## src/rtl/sram_1r_read_arbiter.sv

```systemverilog
// ---------------------------------------------------------------------------
// sram_1r_read_arbiter
//
// Burst read controller and two-way round-robin arbiter in front of the
// single-read-port input buffer SRAM. Each requester asks for a burst of
// consecutive bytes (start address + length-1). The winner's burst is read one
// byte at a time. Each address is held for READ_WAIT cycles before capture,
// which covers the SRAM's combinational output delay. The captured byte goes
// back to the owner with a one-cycle valid strobe.
//
// Ports:
//   clock, reset_n         rising-edge clock, synchronous active-low reset
//   Req0/1                 burst request (level, held until Ack)
//   Addr0/1                burst start address (sampled on the grant edge)
//   Len0/1                 burst length minus one
//   Ack0/1                 one-cycle pulse: burst accepted
//   Data0/1                returned byte (holds between strobes)
//   Data0Valid/Data1Valid  one-cycle strobe qualifying Data0/1
//   Done0/1                one-cycle pulse with the last byte of a burst
//   SramAddr               registered SRAM read address
//   SramData               SRAM read bus (combinational)
//   Busy                   high while a burst is in progress
// ---------------------------------------------------------------------------
module sram_1r_read_arbiter #(
  parameter int ADDR_W    = 10,
  parameter int DATA_W    = 8,
  parameter int READ_WAIT = 1
) (
  input  logic              clock,
  input  logic              reset_n,
  input  logic              Req0,
  input  logic [ADDR_W-1:0] Addr0,
  input  logic [ADDR_W-1:0] Len0,
  output logic              Ack0,
  output logic [DATA_W-1:0] Data0,
  output logic              Data0Valid,
  output logic              Done0,
  input  logic              Req1,
  input  logic [ADDR_W-1:0] Addr1,
  input  logic [ADDR_W-1:0] Len1,
  output logic              Ack1,
  output logic [DATA_W-1:0] Data1,
  output logic              Data1Valid,
  output logic              Done1,
  output logic [ADDR_W-1:0] SramAddr,
  input  logic [DATA_W-1:0] SramData,
  output logic              Busy
);

  localparam int WAIT_W = (READ_WAIT > 1) ? $clog2(READ_WAIT) : 1;
  localparam logic [WAIT_W-1:0] WAIT_RELOAD = WAIT_W'(READ_WAIT - 1);

  if (READ_WAIT < 1) begin : g_bad_read_wait
    $error("READ_WAIT must be at least 1");
  end

  typedef enum logic {IDLE, RUN} state_t;

  state_t            r_state;
  logic              r_last_grant;
  logic              r_owner;
  logic [ADDR_W-1:0] r_remaining;
  logic [WAIT_W-1:0] r_wait;
  logic [ADDR_W-1:0] r_sram_addr;
  logic              r_busy;
  logic              r_ack0, r_ack1;
  logic              r_vld0, r_vld1;
  logic              r_done0, r_done1;
  logic [DATA_W-1:0] r_data0, r_data1;

  logic w_any_req;
  logic w_grant_sel;

  // On contention the requester that did not win last time gets the port.
  assign w_any_req   = Req0 | Req1;
  assign w_grant_sel = (Req0 & Req1) ? ~r_last_grant : Req1;

  always_ff @(posedge clock) begin
    if (!reset_n) begin
      r_state      <= IDLE;
      r_last_grant <= 1'b1;
      r_owner      <= 1'b0;
      r_remaining  <= '0;
      r_wait       <= '0;
      r_sram_addr  <= '0;
      r_busy       <= 1'b0;
      r_ack0       <= 1'b0;
      r_ack1       <= 1'b0;
      r_vld0       <= 1'b0;
      r_vld1       <= 1'b0;
      r_done0      <= 1'b0;
      r_done1      <= 1'b0;
      r_data0      <= '0;
      r_data1      <= '0;
    end else begin
      r_ack0  <= 1'b0;
      r_ack1  <= 1'b0;
      r_vld0  <= 1'b0;
      r_vld1  <= 1'b0;
      r_done0 <= 1'b0;
      r_done1 <= 1'b0;
      case (r_state)
        IDLE: begin
          if (w_any_req) begin
            r_owner      <= w_grant_sel;
            r_last_grant <= w_grant_sel;
            r_sram_addr  <= w_grant_sel ? Addr1 : Addr0;
            r_remaining  <= w_grant_sel ? Len1 : Len0;
            r_wait       <= WAIT_RELOAD;
            r_ack0       <= ~w_grant_sel;
            r_ack1       <= w_grant_sel;
            r_busy       <= 1'b1;
            r_state      <= RUN;
          end
        end
        RUN: begin
          if (r_wait == '0) begin
            // Address has been stable for READ_WAIT cycles: capture now.
            if (r_owner) begin
              r_data1 <= SramData;
              r_vld1  <= 1'b1;
              r_done1 <= (r_remaining == '0);
            end else begin
              r_data0 <= SramData;
              r_vld0  <= 1'b1;
              r_done0 <= (r_remaining == '0);
            end
            if (r_remaining == '0) begin
              r_busy  <= 1'b0;
              r_state <= IDLE;
            end else begin
              // Natural wrap at the top of the address space.
              r_sram_addr <= r_sram_addr + ADDR_W'(1);
              r_remaining <= r_remaining - ADDR_W'(1);
              r_wait      <= WAIT_RELOAD;
            end
          end else begin
            r_wait <= r_wait - WAIT_W'(1);
          end
        end
        default: r_state <= IDLE;
      endcase
    end
  end

  assign Ack0       = r_ack0;
  assign Ack1       = r_ack1;
  assign Data0      = r_data0;
  assign Data1      = r_data1;
  assign Data0Valid = r_vld0;
  assign Data1Valid = r_vld1;
  assign Done0      = r_done0;
  assign Done1      = r_done1;
  assign SramAddr   = r_sram_addr;
  assign Busy       = r_busy;

endmodule

```

## config.mk

```make
export PLATFORM = sky130hd
export DESIGN_NAME = sram_1r_read_arbiter
export DESIGN_NICKNAME = d
export VERILOG_FILES = /design/src/rtl/sram_1r_read_arbiter.sv
export SDC_FILE = /design/constraint.sdc
export NUM_CORES = 1
export LEC_CHECK = 0
export ABC_AREA = 1
export CAP_MARGIN = 0
export CORE_MARGIN = 2
export CORE_UTILIZATION = 40
export CTS_BUF_LIST = sky130_fd_sc_hd__clkbuf_4
export DETAILED_ROUTE_END_ITERATION = 8
export GPL_ROUTABILITY_DRIVEN = 1
export HOLD_SLACK_MARGIN = 0.12
export PLACE_DENSITY = 0.81
export SLEW_MARGIN = 20
export SYNTH_ARGS = -nofsm -noshare
export SYNTH_HDL_FRONTEND = slang
export SYNTH_SLANG_ARGS = --single-unit
```

## constraint.sdc

```tcl
create_clock -name clock -period 2.64 [get_ports clock]
set_input_delay 0.792 -clock clock [delete_from_list [all_inputs] [get_ports clock]]
set_output_delay 0.792 -clock clock [all_outputs]
set_load 0.05 [all_outputs]
```

Word level (Yosys, flattened, before mapping)
Cells that the tools add are included.
- bits in registers: 47
- output and inout bits: 33
- word-level logic and storage cells: 65
- $add $sub $neg: 3
- equality and inequality tests: 4
- multiplexer cells: 24
- bitwise gates (word level): 9
- reduce and logical (&&, ||, !) cells: 10
- operator list (cell ; count):
    2-to-1 mux 10 bit ; 8
    case mux 10 bit (2 select lines) ; 2
    AND reduction 3 bit ; 4
    2-to-1 mux 1 bit ; 11
    adder 10 x 1 -> 10 bit (second input constant) ; 1
    zero test 10 bit ; 1
    subtractor 10 x 1 -> 10 bit (second input constant) ; 1
    OR reduction 4 bit ; 2
    inverter 1 bit ; 7
    != test 2 bit (second input constant) ; 3
    case mux 1 bit (2 select lines) ; 3
    OR reduction 3 bit ; 2
    != test 2 x 1 -> 1 bit (second input constant) ; 1
    AND reduction 2 bit ; 1
    bitwise AND 1 bit ; 1
    bitwise OR 1 bit ; 1
    subtractor 1 bit (second input constant) ; 1

Logic depth before layout (Yosys ltp)
Gate-level depths: netlist of run 1.
- depth in word-level cells: 5
- gate-level depth with buffers: 11
- depth with buffers taken out: 10

Least setup slack after synthesis of run 1
No wires, ideal clock.
- kind: reg2reg
- from: register r_sram_addr[0] (netlist: SramAddr[0])
- to: register r_sram_addr[6] (netlist: SramAddr[6])
- library setup time: 112 ps
- arrival: 1511 ps
- data required time: 2528 ps
- slack: 1017 ps
- cell stages (with the launch flop): 9
- cells stage by stage: dfxtp_1 ha_1 nand3_1 nor2_1 a21oi_1 nand2_1 nand2_1 nor2_1 nor2_1
- longest elaborated chain between the ends: 4
- ends and longest elaborated chain (element ; line ; RTL):
    from (decl) ; 64 ; logic [ADDR_W-1:0] r_sram_addr;
    from (signal assigned) ; 107 ; r_sram_addr <= w_grant_sel ? Addr1 : Addr0;
    from (signal assigned) ; 133 ; r_sram_addr <= r_sram_addr + ADDR_W'(1);
    adder 10 x 1 -> 10 bit ; 133 ;
    2-to-1 mux 10 bit ; 128 ; if (r_remaining == '0) begin
    2-to-1 mux 10 bit ; 117 ; if (r_wait == '0) begin
    case mux 10 bit (2 select lines) ; 102 ; case (r_state)
No other way between the ends. The select of a mux whose other input is x is not followed.
A chain may end at the register's enable or synchronous reset.

Final worst setup path of run 1
- from: register r_sram_addr[7] (netlist: SramAddr[7])
- to: output SramAddr[7]
- RTL lines (element ; line ; RTL):
    to (decl) ; 45 ; output logic [ADDR_W-1:0] SramAddr,
No word-level cell between the ends.

==> qor.csv, run 1 <==
stage,metric,value,unit
synthesis,Synth area leaders,"dfxtp_1 (38%), nand2_1 (17%), nor2_1 (13%)",
final_layout,Post-Layout Cell Count,547,
timing,PnR worst setup slack,202.4,ps
synthesis,Netlist cell types,28,
floorplan,core box area,5886,sq um
critical_path,Crit. End Element,output port,
worst_hold_path,Hold Crit Depth,2,
final_layout,Final #Nets,525,
timing,Worst Tran Pin Value,522.1,ps
synthesis,synthesized area per cell,6.253,sq um
clock_network,Clock Root Buffer,clkbuf_4,
run_status,outcome,finished clean,
place,GPL Wtd Cong,0.8443,
synthesis,area share of the largest cell type after synthesis,37.96,%
final_layout,Register Area,920.9,sq um
floorplan,chip width,81.88,um
synthesis,top-count cell post-synth,nand2_1,
synthesis,post-synthesis async set-or-reset flop share,0,%
floorplan,initial core utilization,41.22,%
route,DR DRC count,0,
final_layout,Fill cells,564,
final_layout,multi-input gate area in the final layout,1301,sq um
final_layout,Area growth syn-to-layout,40.79,%
synthesis,Post-synth EDFFs,0,
synthesis,Yosys warning count,0,
critical_path,worst-path fanout max,5,
global_routing,antenna violations before repair,0,
route,vias per cell,4.861,
floorplan,Total Die Area,6704,sq um
route,post-route ant nets,0,
final_layout,antenna cells,0,
timing,Achievable Freq,0.4102,GHz
route,total vias in the final route,2659,
route,DR iter-0 viols,83,
timing,fin crit share,92.33,%
critical_path,Top delay family on crit path,buffers and inverters,
synthesis,"Seq/Total Area, Yosys",37.96,%
pwr,Pwr Density,619.3,nW/um^2
pwr,worst vdd ir,331.1,uV
clock_network,clock buffer depth,2,
global_routing,first-pass GRT wire length,10280,um
clock_network,"Reg clk slew, reported paths",130,ps
global_routing,largest net degree at the start of global routing,31,
critical_path,FF-to-FF path depth,10,
timing,Total Neg Setup Slack,0,ps
timing,RSZ-0062 raised after global routing,false,
critical_path,worst path bufs/invs,1,
job,MaxCap Viol Count,0,
global_routing,vias in the first global route,2425,
synthesis,largest area contributor in the netlist,dfxtp_1,
synthesis,Post-synth top cells,"nand2_1 (108), nor2_1 (84), dfxtp_1 (46), o21ai_0 (39), inv_1 (32)",
critical_path,CP max-delay cell,clkdlybuf4s50_1,
global_routing,grt total ovfl,0,
critical_path,Crit. path cell count,1,
synthesis,syn nets,442,
clock_network,"Clk Latency, worst-skew pair",350,ps
clock_network,H-tree level count,2,
timing,Rel. slew slack,65.08,%
final_layout,layout cells sized above 1,5.720,%
timing,fin. max-slew vios,0,
synthesis,synthesized area,2426,sq um
worst_hold_path,Hold Path Class,register to register,
timing,Tmin final,2438,ps
critical_path,crit-path max cell delay,840,ps
clock_network,CTS tree,yes,
clock_network,cts repair resizes,0,
critical_path,critical path class,register to output port,
floorplan,Core Rows,28,
floorplan,I/O pin total,85,
timing,# setup viols final,0,
timing,Clock Skew,10.58,ps
critical_path,Critical Path Start Type,register,
place,DP HPWL,4790,um
pwr,P_leak,1.535,nW
route,final WL,6391,um
global_routing,total track usage,19.65,%
critical_path,crit path cell chain,clkdlybuf4s50_1,
place,Buffers on Ports,84,
route,iteration count of the initial detailed-routing pass,4,
clock_network,Inserted Clock Buffers,5,
synthesis,top_reg_cell synth,dfxtp_1,
clock_network,hold_buf cts,0,
critical_path,worst endpoint required time,1850,ps
route,WL/cell,11.68,um
clock_network,post-CTS setup buffer count,0,
clock_network,Clock Sink Count,46,
timing,Final Hold Viols,0,
synthesis,Yosys reg bits,46,
floorplan,Die Ht,81.88,um
place,placed cells,539,
critical_path,CP Data Arrival Time,1650,ps
synthesis,Post-Syn Instances,388,
place,Post-Place Worst Slack,355.8,ps
## final cells by class
| class | count | area share [%] |
|---|---|---|
| clock buffer | 7 | 1.538 |
| clock inverter | 1 | 0.8791 |
| inverter | 37 | 4.066 |
| multi-input combinational | 292 | 38.10 |
| sequential | 46 | 26.96 |
| tap | 75 | 2.747 |
| timing repair buffer | 89 | 25.71 |
## stage by stage
stage                     total power [mW]  hold WS [ps]  instance area (sq um)  util (%)
after floorplan                      1.419         442.3                   2426         -
after global placement               1.676         461.8                   3333     56.63
after detailed placement             1.694         470.5                   3333     56.63
after CTS                            2.124         500.6                   3416     58.04
after global routing                 2.247         515.7                   3416     58.04
final                                2.115         494.7                   3416     58.04
## final timing paths
path	from	endpoint	slack (ps)
worst min register to register	r_last_grant	r_last_grant	490
worst max-delay path	SramAddr[7]	SramAddr[7]	200
worst max register to register	r_remaining[0]	r_remaining[3]	820
worst min-delay path	r_last_grant	r_last_grant	490
## state kept, by name (all words and copies together) (netlist names)
name / cells
Ack0: 1
r_owner: 1
Data1: 8
Data0: 8
Done0: 1
Done1: 1
r_remaining: 10
r_state: 1
Ack1: 1
SramAddr: 10
Data1Valid: 1
r_last_grant: 1
Busy: 1
Data0Valid: 1
## routing by layer
metal  share of wire [%]  GRT usage (%)  vias up
met5                   0              0        -
met2                  48          35.85       98
met1                  44          22.21     1159
met4                 1.2          7.833        0
met3                 6.6          3.956        8
li1                    -              -     1394
## power breakdown
group          internal (mW)  leakage, nW  switching, mW
sequential             0.777        0.379         0.0767
clock                  0.222       0.0463          0.212
combinational          0.307         1.11          0.521
## kinds of logic after synthesis
kind of cell | after synthesis | synth area share (%)
flip-flops | 46 | 37.96
XOR/XNOR | 1 | 0.3611
AO/OA/AOI/OAI | 59 | 13.20
adder cells (fa/ha/maj) | 2 | 1.031
buffers and inverters | 50 | 8.407
AND/OR/NAND/NOR | 230 | 39.04
## cell usage in the layout (no fill, tap or decap), drive strengths merged
| master | count |
|---|---|
| a31oi | 2 |
| nand3 | 22 |
| clkbuf | 7 |
| bufinv | 1 |
| xnor2 | 1 |
| buf | 5 |
| o22ai | 4 |
| nor2 | 88 |
| nor3 | 4 |
| a21oi | 8 |
| nand2 | 112 |
| o21ai | 44 |
| dfxtp | 46 |
| clkdlybuf4s50 | 84 |
| clkinv | 2 |
| nand4 | 2 |
| nand3b | 1 |
| or2 | 1 |
| ha | 2 |
| o211ai | 1 |
| inv | 35 |
(Power assumes the default switching activity.)
==> run 2, diff against run 1 <==
ABC_AREA = 0   (was 1)
CORE_UTILIZATION = 50   (was 40)
PLACE_DENSITY = 0.95   (was 0.81)
==> run 2 against run 1 <==
Net effect: die area fell by 20%; utilization rose by 14 points; hold slack lost 26 ps; clock-buffer cell count down 2; cell area is 1.5% lower; clock power is 16% lower; setup slack worse by 72 ps; largest power group unchanged.
==> qor.csv, run 2 <==
stage,metric,value,unit,change
run_status,outcome,finished clean,,
route,post-route ant nets,0,,unchanged
route,vias per cell,6.278,,+29%
timing,Achievable Freq,0.3985,GHz,-2.9%
timing,Tmin final,2509,ps,+71.60 ps
place,"Cell Area, Placed",3301,sq um,-0.98%
floorplan,chip width,73.17,um,-11%
synthesis,Post-synth top cells,"dfxtp_1 (46), nand2_1 (45), a21oi_1 (25), nand3_1 (16), clkbuf_1 (14)",,
floorplan,Total Die Area,5354,sq um,-20%
clock_network,Clock Sink Count,46,,unchanged
global_routing,antenna violations before repair,0,,unchanged
clock_network,"Clk Latency, worst-skew pair",380,ps,+30 ps
clock_network,hold_buf cts,0,,unchanged
critical_path,CP Data Arrival Time,1720,ps,+70 ps
floorplan,I/O pin total,85,,unchanged
final_layout,Final Instance Area,3364,sq um,-1.5%
timing,Rel. slew slack,59.10,%,-6.0 points
clock_network,"Reg clk slew, reported paths",160,ps,+30 ps
clock_network,CTS tree,yes,,
synthesis,Yosys warning count,0,,unchanged
route,met1 WL,2732,um,-2.7%
route,iteration count of the initial detailed-routing pass,5,,+1
pwr,Pwr Density,562.7,nW/um^2,-9.1%
critical_path,Crit. End Element,output port,,
synthesis,Yosys reg bits,46,,unchanged
synthesis,synthesized area per cell,8.394,sq um,+34%
final_layout,"commonest non-fill, non-tap cell in the layout",clkdlybuf4s50_1,,
critical_path,Critical Path Start Type,register,,
place,GPL Wtd Cong,0.9224,,+9.3%
synthesis,Post-synth EDFFs,0,,unchanged
global_routing,largest net degree at the start of global routing,30,,-3.2%
global_routing,vias in the first global route,2452,,+1.1%
route,DR iter-0 viols,297,,+260%
critical_path,crit-path max cell delay,860,ps,+20 ps
synthesis,Synth area leaders,"dfxtp_1 (38%), nand2_1 (7.1%), a21oi_1 (5.2%)",,
final_layout,layout cells sized above 1,8.447,%,+2.7 points
synthesis,largest area contributor in the netlist,dfxtp_1,,
route,met3 WL post-DR,666,um,+59%
job,MaxCap Viol Count,0,,unchanged
timing,Clock Skew,15.78,ps,+5.199 ps
clock_network,post-CTS setup buffer count,0,,unchanged
synthesis,top_reg_cell synth,dfxtp_1,,
route,highest metal used,met4,,
route,WL/cell,16.74,um,+43%
final_layout,Fill cells,351,,-38%
timing,# setup viols final,0,,unchanged
synthesis,synthesized area,2392,sq um,-1.4%
timing,RSZ-0062 raised after global routing,false,,
critical_path,CP max-delay cell,clkdlybuf4s50_1,,
clock_network,H-tree level count,2,,unchanged
synthesis,post-synthesis async set-or-reset flop share,0,%,unchanged
synthesis,top-count cell post-synth,dfxtp_1,,
critical_path,Top delay family on crit path,buffers and inverters,,
critical_path,crit path cell chain,clkdlybuf4s50_1,,
route,final WL,7048,um,+10%
floorplan,Die Ht,73.17,um,-11%
synthesis,Post-Syn Instances,285,,-27%
critical_path,worst path bufs/invs,1,,unchanged
clock_network,Inserted Clock Buffers,5,,unchanged
critical_path,worst endpoint required time,1850,ps,about the same
critical_path,worst-path fanout max,7,,+2
pwr,P_leak,1.233,nW,-20%
floorplan,Core Rows,25,,-11%
route,metal2 WL,3518,um,+14%
route,total vias in the final route,2643,,-0.60%
synthesis,area share of the largest cell type after synthesis,38.49,%,+0.54 points
pwr,worst vdd ir,305.9,uV,-7.6%
timing,fin crit share,95.04,%,+2.7 points
timing,fin. max-slew vios,0,,unchanged
final_layout,"commonest non-fill, non-tap cells in the layout","clkdlybuf4s50_1 (83), dfxtp_1 (46), nand2_1 (45), a21oi_1 (25), nand3_1 (16)",,
floorplan,initial core utilization,51.33,%,+10 points
place,DP HPWL,5084,um,+6.1%
worst_hold_path,Hold Path Class,register to register,,
critical_path,critical path class,register to output port,,
final_layout,Final #Nets,420,,-20%
route,DR DRC count,0,,unchanged
global_routing,grt total ovfl,0,,unchanged
synthesis,syn nets,339,,-23%
timing,Final Hold Viols,0,,unchanged
final_layout,antenna cells,0,,unchanged
floorplan,core box area,4661,sq um,-21%
place,Buffers on Ports,84,,unchanged
timing,Total Neg Setup Slack,0,ps,unchanged
final_layout,Area growth syn-to-layout,40.64,%,
synthesis,"Seq/Total Area, Yosys",38.49,%,+0.54 points
global_routing,total track usage,27.47,%,+7.8 points
global_routing,first-pass GRT wire length,11420,um,+11%
synthesis,Netlist cell types,53,,+89%
timing,Worst Tran Pin Value,608.8,ps,+86.67 ps
clock_network,clock buffer depth,2,,unchanged
clock_network,cts repair resizes,0,,unchanged
clock_network,Clock Root Buffer,clkbuf_4,,
[run 2: cell types whose count changed after synthesis, moves of 10 or more]
cell     change
nor2_1      -73
nand2_1     -63
inv_1       -30
o21ai_0     -28
a21oi_1     +18
mux2i_1     +10
[run 2: cells by family (layout without fill, tap and decap cells)]
kind of cell               Yosys count  in the layout  synth area share [%]
AOI/OAI and AO/OA                   88             88                 26.57
adders and majority gates            2              2                 1.046
buffers and inverters               26            108                 4.602
DFF                                 46             46                 38.49
muxes                               16             16                 7.008
and+or+nand+nor                    107            107                 22.28
[run 2: where the power goes]
group,internal (mW),switching [mW],total (mW)
combinational,0.287,0.403,0.690
clock,0.107,0.255,0.362
sequential,0.760,0.0815,0.841
[run 2: path summary, 6_finish.rpt]
kind / slack [ps] / to / cells past startpoint / start
max: 130 / SramAddr[0] / 1 / SramAddr[0]
min: 470 / Data1[1] / 2 / Data1[1]
max reg2reg: 450 / SramAddr[0] / 6 / r_remaining[0]
min reg2reg: 470 / Data1[1] / 2 / Data1[1]
[run 2: final cells by class]
| cell class | count | area (sq um) | share of cell area, % |
|---|---|---|---|
| clock inverter | 3 | 23.77 | 0.7066 |
| inverter | 6 | 22.52 | 0.6694 |
| tap | 54 | 67.56 | 2.008 |
| timing repair buffer | 94 | 930.9 | 27.67 |
| multi-input combinational | 213 | 1361 | 40.46 |
| clock buffer | 5 | 37.54 | 1.116 |
| sequential | 46 | 920.9 | 27.37 |
[run 2: per-stage QoR]
stage | power (mW) | utilization [%] | setup WS (ps) | std cells | hold WS (ps)
floorplan | 1.288 | - | 651.9 | 285 | 472.3
global placement | 1.513 | 70.82 | 185.8 | 413 | 441.4
detailed placement | 1.531 | 70.82 | 145.2 | 413 | 448.0
CTS | 1.886 | 72.13 | 47.76 | 421 | 467.5
global route | 1.981 | 72.19 | 66.87 | 421 | 479.8
finish | 1.893 | 72.19 | 130.8 | 421 | 469.1
[run 2: routing by layer]
layer / vias to the layer above / track usage (%)
li1: 1225 / -
met1: 1256 / 34.22
met2: 148 / 46.25
met4: 0 / 9.877
met3: 14 / 6.215
met5: - / 0
[run 2: worst reg2reg max path, cell delays in order (launching register included)]
cell and delay, ps:
dfxtp_1 380, inv_1 70, ha_1 230, or4b_1 660, o41ai_4 480, a2111oi_1 90
a31o_1 200
==> run 3, diff against run 2 <==
GPL_TIMING_DRIVEN = 0   (was not set)
==> run 3 against run 2 <==
Net effect: non-clock buffer count rose by 9; largest power group unchanged; sequential share of layout area rose by 0.16 points; final cell count rose by 2.1%; cell area fell by 0.60%; register-to-register slack got worse by 150 ps; highest routed layer unchanged; critical path depth did not move; total power fell by 0.68%; clock skew fell by 9.3 ps; clock power fell by 6.4%; sequential power fell by 0.6%.
==> qor.csv, run 3 (synthesis results as in run 2) <==
stage,metric,value,unit,change
route,met3 WL post-DR,632,um,-5.1%
clock_network,hold_buf cts,0,,unchanged
pwr,Pwr Density,562.2,nW/um^2,about the same
clock_network,Clock Root Buffer,clkbuf_4,,
critical_path,Crit. path cell count,1,,unchanged
route,final WL,7506,um,+6.5%
route,total vias in the final route,2650,,+0.26%
floorplan,chip width,73.17,um,unchanged
worst_hold_path,Hold Crit Depth,2,,unchanged
critical_path,Crit. End Element,output port,,
place,placed cells,422,,+2.2%
clock_network,post-CTS setup buffer count,0,,unchanged
timing,worst hold slack,466.1,ps,-2.997 ps
critical_path,worst path bufs/invs,1,,unchanged
clock_network,"Clk Latency, worst-skew pair",370,ps,about the same
critical_path,Top delay family on crit path,buffers and inverters,,
critical_path,worst endpoint required time,1850,ps,about the same
final_layout,multi-input gate area in the final layout,1361,sq um,unchanged
run_status,outcome,finished clean,,
timing,Rel. slew slack,34.40,%,-25 points
final_layout,post-layout util,71.76,%,-0.43 points
critical_path,Worst setup endpoint,SramAddr[0],,
route,met1 WL,3020,um,+11%
floorplan,Core Rows,25,,unchanged
floorplan,initial core utilization,51.33,%,unchanged
floorplan,Total Die Area,5354,sq um,unchanged
critical_path,Reg-to-Reg Start,r_remaining[0],,
critical_path,r2r setup slk,300,ps,-150 ps
final_layout,Final #Nets,429,,+2.1%
critical_path,FF-to-FF path depth,7,,+1
global_routing,vias in the first global route,2542,,+3.7%
timing,RSZ-0062 raised after global routing,false,,
clock_network,Inserted Clock Buffers,5,,unchanged
route,DR iter-0 viols,218,,-27%
job,MaxCap Viol Count,0,,unchanged
clock_network,Clock Sink Count,46,,unchanged
place,DP HPWL,5572,um,+9.6%
place,GPL Wtd Cong,0.9428,,+2.2%
timing,Total Neg Setup Slack,0,ps,unchanged
timing,fin. max-slew vios,0,,unchanged
clock_network,CTS tree,yes,,
global_routing,antenna violations before repair,0,,unchanged
pwr,overall power,1.880,mW,-0.68%
timing,Worst Tran Pin Value,981.9,ps,+373.1 ps
final_layout,"commonest non-fill, non-tap cell in the layout",clkdlybuf4s50_1,,
critical_path,crit path cell chain,clkdlybuf4s50_1,,
final_layout,"commonest non-fill, non-tap cells in the layout","clkdlybuf4s50_1 (83), dfxtp_1 (46), nand2_1 (45), a21oi_1 (25), nand3_1 (16)",,
critical_path,CP Data Arrival Time,1730,ps,about the same
critical_path,critical path class,register to output port,,
clock_network,cts repair resizes,0,,unchanged
timing,Final Hold Viols,0,,unchanged
critical_path,CP max-delay cell,clkdlybuf4s50_1,,
route,DR DRC count,0,,unchanged
final_layout,layout cells sized above 1,6.649,%,-1.8 points
critical_path,Critical Path Start Type,register,,
timing,PnR worst setup slack,115.4,ps,-15.41 ps
route,WL/cell,17.46,um,+4.3%
timing,Tmin final,2525,ps,+15.41 ps
clock_network,clock buffer depth,2,,unchanged
floorplan,I/O pin total,85,,unchanged
final_layout,Fill cells,363,,+3.4%
timing,Achievable Freq,0.3961,GHz,-0.61%
timing,Clock Skew,6.438,ps,-9.343 ps
final_layout,antenna cells,0,,unchanged
final_layout,Post-Layout Cell Count,430,,+2.1%
place,Post-Place Worst Slack,-216.7,ps,-361.9 ps
route,highest metal used,met4,,
global_routing,largest net degree at the start of global routing,15,,-50%
final_layout,Final Instance Area,3344,sq um,-0.60%
global_routing,first-pass GRT wire length,12330,um,+8.0%
critical_path,worst-path fanout max,7,,unchanged
global_routing,total track usage,29.67,%,+2.2 points
worst_hold_path,Hold Path Class,register to register,,
clock_network,"Reg clk slew, reported paths",140,ps,-20 ps
final_layout,Register Area,920.9,sq um,unchanged
place,"Cell Area, Placed",3291,sq um,-0.30%
route,iteration count of the initial detailed-routing pass,8,,+3
floorplan,core box area,4661,sq um,unchanged
clock_network,H-tree level count,2,,unchanged
route,post-route ant nets,0,,unchanged
final_layout,Area growth syn-to-layout,39.80,%,
pwr,worst vdd ir,308.2,uV,+0.76%
timing,fin crit share,95.63,%,+0.58 points
critical_path,Critical R2R Capture,r_remaining[8],,
route,vias per cell,6.163,,-1.8%
timing,# setup viols final,0,,unchanged
route,metal2 WL,3679,um,+4.6%
critical_path,Critical Path Source,SramAddr[0],,
pwr,P_leak,1.200,nW,-2.7%
global_routing,grt total ovfl,0,,unchanged
critical_path,crit-path max cell delay,860,ps,about the same
place,Buffers on Ports,83,,-1.2%
floorplan,Die Ht,73.17,um,unchanged
run 3: worst min path at each step:
stage                              start        endpoint
after detailed placement        Data0[5]        Data0[5]
after CTS                       Data0[5]        Data0[5]
after floorplan           r_remaining[4]  r_remaining[4]
after global placement          Data0[6]        Data0[6]
final                           Data0[5]        Data0[5]
after global routing            Data1[7]        Data1[7]
run 3: final cells by class:
class | count | share of cell area, %
repair buffers | 83 | 24.84
multi-input cells | 213 | 40.70
well taps | 54 | 2.020
clock inverters | 3 | 0.4863
inverters | 6 | 0.6734
plain buffers | 20 | 2.619
flip-flops and latches | 46 | 27.53
clock buffers | 5 | 1.122
run 3: per-layer routing:
metal,up-vias,global-route usage (%)
li1,1243,-
met1,1242,38.29
met2,145,48.35
met3,20,6.492
met4,0,11.11
met5,-,0
run 3: power by group:
part / total [mW] / leakage (nW) / internal (mW) / switching (mW)
registers: 0.836 / 0.378 / 0.760 / 0.0762
logic: 0.706 / 0.792 / 0.285 / 0.421
clock network: 0.339 / 0.0286 / 0.0994 / 0.239
